===== src/rtl/opsum_fifo_ctrl.sv =====
// opsum_fifo_ctrl: moves PE output partial sums into the opsum FIFO and
// drains that FIFO to the GLB as halfword writes, one task of N results.
//
// Ports (parameters DATA_W=16, ADDR_W=32, CNT_W=32):
//   clk, rst_n                   clock, async active-low reset
//   opsum_fifo_reset_i           sync clear of state, counters, write pointer
//   opsum_need_push_i            task trigger (IDLE only)
//   opsum_push_num_i             results expected this task
//   opsum_fifo_base_addr_i       GLB byte base of the opsum region
//   pe_opsum_valid_i/data_i      PE result stream
//   pe_opsum_ready_o             controller accepts a PE result
//   opsum_fifo_full_i/empty_i    FIFO status (registered, one cycle stale)
//   opsum_fifo_push_o/data_o     FIFO push side
//   opsum_fifo_pop_o/pop_data_i  FIFO pop side (show-ahead head)
//   opsum_write_req_o            GLB write request to arbiter
//   opsum_permit_write_i         same-cycle arbiter grant
//   opsum_glb_write_addr_o/data_o/wstrb_o  GLB write bus
//   opsum_fifo_done_o            one-cycle task-complete pulse
//
// Build option: define OPSUM_RELU_EN to clamp negative heads to 0 on the
// GLB write path (FIFO contents are not modified).

module opsum_fifo_ctrl #(
    parameter int DATA_W = 16,
    parameter int ADDR_W = 32,
    parameter int CNT_W  = 32
) (
    input  logic              clk,
    input  logic              rst_n,
    input  logic              opsum_fifo_reset_i,
    input  logic              opsum_need_push_i,
    input  logic [CNT_W-1:0]  opsum_push_num_i,
    input  logic [ADDR_W-1:0] opsum_fifo_base_addr_i,
    input  logic              pe_opsum_valid_i,
    input  logic [DATA_W-1:0] pe_opsum_data_i,
    output logic              pe_opsum_ready_o,
    input  logic              opsum_fifo_full_i,
    input  logic              opsum_fifo_empty_i,
    output logic              opsum_fifo_push_o,
    output logic [DATA_W-1:0] opsum_fifo_push_data_o,
    output logic              opsum_fifo_pop_o,
    input  logic [DATA_W-1:0] opsum_fifo_pop_data_i,
    output logic              opsum_write_req_o,
    input  logic              opsum_permit_write_i,
    output logic [ADDR_W-1:0] opsum_glb_write_addr_o,
    output logic [31:0]       opsum_glb_write_data_o,
    output logic [3:0]        opsum_glb_wstrb_o,
    output logic              opsum_fifo_done_o
);

    typedef enum logic [1:0] {
        S_IDLE,
        S_PUSH,
        S_DRAIN,
        S_DONE
    } state_t;

    state_t              r_state;
    state_t              w_state_nxt;
    logic [CNT_W-1:0]    r_num;
    logic [CNT_W-1:0]    r_push_cnt;
    logic [CNT_W-1:0]    r_pop_cnt;
    logic [ADDR_W-1:0]   r_write_ptr;

    logic                w_in_idle;
    logic                w_in_push;
    logic                w_in_drain;
    logic                w_in_done;
    logic                w_trigger;
    logic                w_ready;
    logic                w_push;
    logic                w_last_push;
    logic                w_req;
    logic                w_pop;
    logic [ADDR_W-1:0]   w_addr;
    logic [DATA_W-1:0]   w_head;

    assign w_in_idle  = (r_state == S_IDLE);
    assign w_in_push  = (r_state == S_PUSH);
    assign w_in_drain = (r_state == S_DRAIN);
    assign w_in_done  = (r_state == S_DONE);

    assign w_trigger  = w_in_idle && opsum_need_push_i;

    assign w_ready    = w_in_push && !opsum_fifo_full_i
                        && (r_push_cnt < r_num);
    assign w_push     = w_ready && pe_opsum_valid_i;
    // push_cnt+1 avoids the num-1 underflow when num is 0
    assign w_last_push = w_push
                         && ((r_push_cnt + CNT_W'(1)) == r_num);

    assign w_req      = w_in_drain && !opsum_fifo_empty_i;
    assign w_pop      = w_req && opsum_permit_write_i;

    assign w_addr     = opsum_fifo_base_addr_i + r_write_ptr;

`ifdef OPSUM_RELU_EN
    assign w_head = opsum_fifo_pop_data_i[DATA_W-1]
                    ? '0 : opsum_fifo_pop_data_i;
`else
    assign w_head = opsum_fifo_pop_data_i;
`endif

    // Outputs
    assign pe_opsum_ready_o       = w_ready;
    assign opsum_fifo_push_o      = w_push;
    assign opsum_fifo_push_data_o = w_push ? pe_opsum_data_i : '0;
    assign opsum_fifo_pop_o       = w_pop;
    assign opsum_write_req_o      = w_req;
    assign opsum_fifo_done_o      = w_in_done;

    // Write bus is quiet unless a request is up
    always_comb begin
        opsum_glb_write_addr_o = '0;
        opsum_glb_write_data_o = '0;
        opsum_glb_wstrb_o      = '0;
        if (w_req) begin
            opsum_glb_write_addr_o = w_addr;
            opsum_glb_write_data_o = {w_head, w_head};
            opsum_glb_wstrb_o      = w_addr[1] ? 4'b1100 : 4'b0011;
        end
    end

    // Next-state
    always_comb begin
        w_state_nxt = r_state;
        unique case (r_state)
            S_IDLE: begin
                if (opsum_need_push_i) begin
                    w_state_nxt = (opsum_push_num_i != '0)
                                  ? S_PUSH : S_DONE;
                end
            end
            S_PUSH: begin
                // full and last push together both lead to DRAIN
                if (opsum_fifo_full_i || w_last_push) begin
                    w_state_nxt = S_DRAIN;
                end
            end
            S_DRAIN: begin
                // empty is one cycle stale, so the cycle after the
                // final pop shows empty with req low
                if (opsum_fifo_empty_i) begin
                    w_state_nxt = (r_pop_cnt == r_num)
                                  ? S_DONE : S_PUSH;
                end
            end
            S_DONE: begin
                w_state_nxt = S_IDLE;
            end
            default: begin
                w_state_nxt = S_IDLE;
            end
        endcase
        if (opsum_fifo_reset_i) begin
            w_state_nxt = S_IDLE;
        end
    end

    always_ff @(posedge clk or negedge rst_n) begin
        if (!rst_n) begin
            r_state <= S_IDLE;
        end else begin
            r_state <= w_state_nxt;
        end
    end

    // Task bookkeeping
    always_ff @(posedge clk or negedge rst_n) begin
        if (!rst_n) begin
            r_num      <= '0;
            r_push_cnt <= '0;
            r_pop_cnt  <= '0;
        end else if (opsum_fifo_reset_i) begin
            r_num      <= '0;
            r_push_cnt <= '0;
            r_pop_cnt  <= '0;
        end else if (w_trigger) begin
            r_num      <= opsum_push_num_i;
            r_push_cnt <= '0;
            r_pop_cnt  <= '0;
        end else begin
            if (w_push) begin
                r_push_cnt <= r_push_cnt + CNT_W'(1);
            end
            if (w_pop) begin
                r_pop_cnt <= r_pop_cnt + CNT_W'(1);
            end
        end
    end

    // Write pointer persists across tasks so results append
    always_ff @(posedge clk or negedge rst_n) begin
        if (!rst_n) begin
            r_write_ptr <= '0;
        end else if (opsum_fifo_reset_i) begin
            r_write_ptr <= '0;
        end else if (w_pop) begin
            r_write_ptr <= r_write_ptr + ADDR_W'(2);
        end
    end

endmodule


===== config.mk =====
export PLATFORM = sky130hd
export DESIGN_NAME = opsum_fifo_ctrl
export DESIGN_NICKNAME = d
export VERILOG_FILES = /design/src/rtl/opsum_fifo_ctrl.sv
export SDC_FILE = /design/constraint.sdc
export NUM_CORES = 1
export LEC_CHECK = 0
export ABC_AREA = 1
export ABC_CLOCK_PERIOD_IN_PS = 2900
export BUFFER_PORTS_ARGS = -buffer_cell sky130_fd_sc_hd__buf_2
export CAP_MARGIN = 5
export CORE_MARGIN = 2
export CORE_UTILIZATION = 45
export CTS_CLUSTER_DIAMETER = 120
export CTS_CLUSTER_SIZE = 14
export DETAILED_ROUTE_END_ITERATION = 8
export PLACE_DENSITY = 0.7
export SLEW_MARGIN = 10
export SYNTH_ARGS = -nofsm -noshare
export SYNTH_HDL_FRONTEND = slang
export SYNTH_SLANG_ARGS = --single-unit

===== constraint.sdc =====
create_clock -name clk -period 2.9 [get_ports clk]
set_input_delay 0.29 -clock clk [delete_from_list [all_inputs] [get_ports clk]]
set_output_delay 0.29 -clock clk [all_outputs]
set_load 0.05 [all_outputs]

# Word-level counts from Yosys, hierarchy flattened
# Index checks and enable logic that the tools add are counted.
[totals] ff_bits=130 latchBits=0 ramBits=0 mem_bits_ro=0 input_bits=104 output_inout_bits=89 elab_cells=57 memories=0
[op_classes] addsub=4 mul=0 div_mod_pow=0 magnitude_cmp=1 n_eq_ne=8 n_shift=0 mux=22 n_bitwise=0 reduce_logical=17
[op_table] cell="$mux 32" n=12
[op_table] cell="$add 32x1->32 const B" n=2
[op_table] cell="$eq 32x32->1" n=2
[op_table] cell="$add 32x2->32 const B" n=1
[op_table] cell="$add 32x32->32" n=1
[op_table] cell="$lt 32x32->1" n=1
[op_table] cell="$reduce_bool 32->1" n=1
[op_table] cell="$mux 16" n=1
[op_table] cell="$mux 2" n=6
[op_table] cell="$mux 4" n=2
[op_table] cell="$pmux 2 s4" n=1
[op_table] cell="$logic_and 1x1->1" n=7
[op_table] cell="$ne 3x3->1 const B" n=2
[op_table] cell="$reduce_bool 3->1" n=2
[op_table] cell="$eq 2x2->1 const B" n=2
[op_table] cell="$reduce_bool 2->1" n=2
[op_table] cell="$ne 3x2->1 const B" n=1
[op_table] cell="$reduce_and 3->1" n=1
[op_table] cell="$eq 2x1->1 const B" n=1
[op_table] cell="$logic_not 1->1" n=2
[op_table] cell="$logic_not 2->1" n=1
[op_table] cell="$logic_or 1x1->1" n=1

# Logic depth before layout (Yosys ltp)
[logic_depth] depth_word=9 mapped_depth=18

# Worst setup path after synthesis
# Ideal clock, no wire load.
[synth_timing] kind="reg2out" start="register r_num[19]" end="output port opsum_fifo_push_data_o[10]" arrival_ps=2855 slack_ps=-245 path_stages_with_launch=13 n_path_buf=1 path_cell_list="dfrtp_1 > inv_1 > ha_1 > a21oi_1 > o21ai_0 > nand2_1 > o211ai_1 > a21oi_1 > nand3_1 > nor2_2 > inv_2 > clkbuf_1 > nor2_1"
[synth_between] elab_chain_cells=4
[synth_lines] item="from (decl)" line_no="60" source="logic [CNT_W-1:0] r_num;"
[synth_lines] item="from (signal assigned)" line_no="179" source="r_num <= opsum_push_num_i;"
[synth_lines] item="$lt 32x32->1" line_no="86" source="&& (r_push_cnt < r_num);"
[synth_lines] item="$logic_and 1x1->1" line_no="86"
[synth_lines] item="$logic_and 1x1->1" line_no="87" source="assign w_push = w_ready && pe_opsum_valid_i;"
[synth_lines] item="named net opsum_fifo_push_o" line_no="39" source="output logic opsum_fifo_push_o,"
[synth_lines] item="$mux 16" line_no="107" source="assign opsum_fifo_push_data_o = w_push ? pe_opsum_data_i : '0;"
[synth_lines] item="to (decl)" line_no="40" source="output logic [DATA_W-1:0] opsum_fifo_push_data_o,"
# The timed path passes the listed nets, and every way through them passes these cells.

# Worst setup path in the final report
[layout_timing] start="register r_write_ptr[2]" end="output port opsum_glb_write_addr_o[3]"
[layout_between] elab_chain_cells=2
[layout_lines] item="from (decl)" line_no="63" source="logic [ADDR_W-1:0] r_write_ptr;"
[layout_lines] item="from (signal assigned)" line_no="199" source="r_write_ptr <= r_write_ptr + ADDR_W'(2);"
[layout_lines] item="$add 32x32->32" line_no="95" source="assign w_addr = opsum_fifo_base_addr_i + r_write_ptr;"
[layout_lines] item="$mux 32" line_no="117" source="if (w_req) begin"
[layout_lines] item="to (decl)" line_no="45" source="output logic [ADDR_W-1:0] opsum_glb_write_addr_o,"
# No other way between the ends.

==> impl_metrics.json <==
{
  "status": "finished, violations left",
  "violations": "setup timing",
  "post-place-ws_ps": -18.2,
  "wl_per_cell_um": 16.0,
  "avgSynthCellArea_um2": 6.73,
  "vias": 11449,
  "tightestPinTransition_ps": 744,
  "ios": 193,
  "max_slew_margin": 0.504,
  "cts_buffers": 17,
  "nets": 1968,
  "post-route-period-util": 1.04,
  "core-area_mm2": 0.0227,
  "ys_seq_area_frac": 0.308,
  "switching_power_uw": 1750,
  "area_growth_pct": 31.2,
  "dpl.hpwl_um": 24500,
  "ant_nets": 0,
  "pwr-share-comb": 0.217,
  "fp-row-count": 55,
  "grt_start_max_net_pins": 82,
  "clockBufferDepth": 2,
  "cts_root_buf": "clkbuf_16",
  "syn_nets": 1725,
  "ys_ff_latch": 129,
  "critPathCaptureType": "output pin",
  "cts_sinks": 129,
  "synth_top_cell_by_area": "dfrtp_1",
  "gr-total-overflow": 0,
  "final_cell_mix": "nand2_1 (304), inv_1 (228), nor2_1 (165), buf_2 (153), dfrtp_1 (114)",
  "place_congestion": 0.943,
  "n_antenna_cell": 0,
  "fill_cells": 2098,
  "p_seq_frac": 0.350,
  "drt_iter0_drc": 918,
  "hold_viol": 0,
  "crit_type": "register to output pin",
  "ir_worst_vdd_mv": 0.351,
  "switching_share": 0.320,
  "finalSetupViolCount": 7,
  "rsz0062_at_grt": "true",
  "die_width_um": 157,
  "insertion_delay_ps": 430,
  "cap_violations": 0,
  "drtPass1Iterations": 8,
  "min_period_ps": 3020,
  "startpoint_type": "register",
  "path_clk_slew_ps": 70,
  "synthArstFlopShare": 1.00,
  "holdCritPathClass": "input pin to register",
  "yosysWarningCount": 0,
  "grt_pass1_wl_um": 52800,
  "port_buffers": 192,
  "crit_fanout": 3,
  "grt_pass1_vias": 10554,
  "ys.flop_type": "dfrtp_1",
  "crit_arrival_ps": 2730,
  "synth.area.top_cells": "dfrtp_1 (31%), nand2_1 (11%), inv_1 (8.9%), ha_1 (7.8%), nor2_1 (6.7%)",
  "fin_ws_ps": -119,
  "synth_top_area_share": 0.308,
  "final_common_cell": "nand2_1",
  "r2r_slack_ps": 230,
  "place_area_mm2": 0.0118,
  "intPower_uw": 3700,
  "ys_types": 47,
  "required_ps": 2610,
  "synth_edf_count": 0,
  "fin_setup_tns_ps": -430,
  "whs_ps": 117,
  "power.leakage_uw": 0.00650,
  "power_density_mw_per_mm2": 397,
  "antenna_found_initial": 0,
  "wl_um": 33600,
  "grt_usage": 0.270,
  "max_freq_ghz": 0.331,
  "clkPwrFrac": 0.432,
  "vias_per_cell": 5.46,
  "design_area_mm2": 0.0137,
  "power.total_uw": 5450,
  "htree_num_levels": 4,
  "drcViolationCount": 0,
  "skew_ps": 9.71,
  "die_y_um": 157,
  "initial_core_util": 0.461,
  "cts_tree": "done",
  "syn-cell-area_mm2": 0.0105,
  "slew_viol_final": 0,
  "dieArea_mm2": 0.0245,
  "drive_gt1_frac": 0.263,
  "synth_cells": 1556
}
[critical path, cell delays in order, from the launching register on]
cell and delay (ps):
dfrtp_1 410, ha_4 240, nand2_4 90, nand2_4 50, buf_4 120, buf_4 120
buf_4 120, buf_4 120, buf_4 120, buf_4 120, buf_4 120, buf_4 120
buf_4 120, o21ai_0 160, a21oi_1 80, buf_4 190
[per-layer routing]
| layer | up-vias | routed length (um) | global-route usage |
|---|---|---|---|
| li1 | 5627 | - | - |
| met1 | 5341 | 15300 | 0.382 |
| met2 | 431 | 15500 | 0.434 |
| met3 | 50 | 2240 | 0.0418 |
| met4 | 0 | 600 | 0.0668 |
| met5 | - | 0 | 0 |
[Yosys cell counts (2+ instances only)]
master and instances:
buf_2 4, o21ai_1 8, nor3_2 4, o221ai_1 2
ha_1 65, a21o_1 2, nor4_1 14, nand4_1 30
nand2_2 5, inv_1 248, nor2_4 6, buf_4 20
o22ai_1 59, nor2_2 4, nand3_1 97, nor4_2 2
o221a_2 3, xnor3_1 4, inv_2 8, buf_1 5
a21oi_1 121, o21ai_0 88, nand2_1 318, nor2_1 188
xor2_1 28, o2111ai_1 3, clkbuf_1 19, nand3b_1 2
o21a_1 7, dfrtp_1 129, nor3_1 36, o211ai_1 5
a31oi_1 6, a211oi_1 3
[logic make-up (layout without fill, tap and decap cells)]
family | Yosys count | in the layout | share of synthesized area
xor gates and xnor gates | 33 | 33 | 0.0329
and+or+nand+nor | 711 | 711 | 0.297
buffers and inverters | 306 | 562 | 0.118
adders and majority gates | 65 | 65 | 0.0777
DFF | 129 | 129 | 0.308
AOI/OAI and AO/OA | 312 | 312 | 0.166
[state kept, by name (all words and copies together) (netlist names)]
name         flops
r_write_ptr     31
r_pop_cnt       32
r_push_cnt      32
r_num           32
r_state          2
[area by class of cell]
type | count | area [um2] | share of cell area
timing repair inverter | 1 | 8.76 | 0.000638
clock inverter | 15 | 210 | 0.0153
clock buffer | 17 | 425 | 0.0310
timing repair buffer | 272 | 1810 | 0.132
tap | 285 | 357 | 0.0260
multi-input combinational | 1121 | 6710 | 0.488
sequential | 129 | 3250 | 0.236
inverter | 257 | 975 | 0.0710
[worst paths after layout]
check,start,endpoint,cells past startpoint
setup / recovery,r_write_ptr[2],opsum_glb_write_addr_o[3],15
hold / removal,opsum_push_num_i[24],r_num[24],3
setup reg to reg,r_push_cnt[0],r_state[1],18
hold reg to reg,r_pop_cnt[27],r_pop_cnt[27],1
max in group asynchronous,rst_n,r_write_ptr[10],3
min in group asynchronous,rst_n,r_push_cnt[28],2
[metrics by stage]
stage,cells,utilization
6_report,2097,0.605
5_1_grt,2097,0.605
2_1_floorplan,1556,-
3_5_place_dp,2007,0.518
3_3_place_gp,2007,0.518
4_1_cts,2060,0.572
[power by group through the flow]
stage          Sequential [uW]  Combinational [uW]  Clock (uW)
5_1_grt                   1910                1290        2460
2_1_floorplan             1920                 681           0
4_1_cts                   1910                1060        2380
3_3_place_gp              1940                 996           0
3_5_place_dp              1940                1010           0
6_report                  1910                1190        2360
[repair_timing]
action                                  in CTS  in global routing
buffers inserted                            20                 36
endpoints found under the hold margin       48                  0
cloned                                       0                  1
hold buffers                                 1                  0
pin swaps                                   20                 21
gates resized for setup                    106                133
endpoints found under the setup margin      36                 39
No activity file was read; power rests on OpenSTA's default activity.
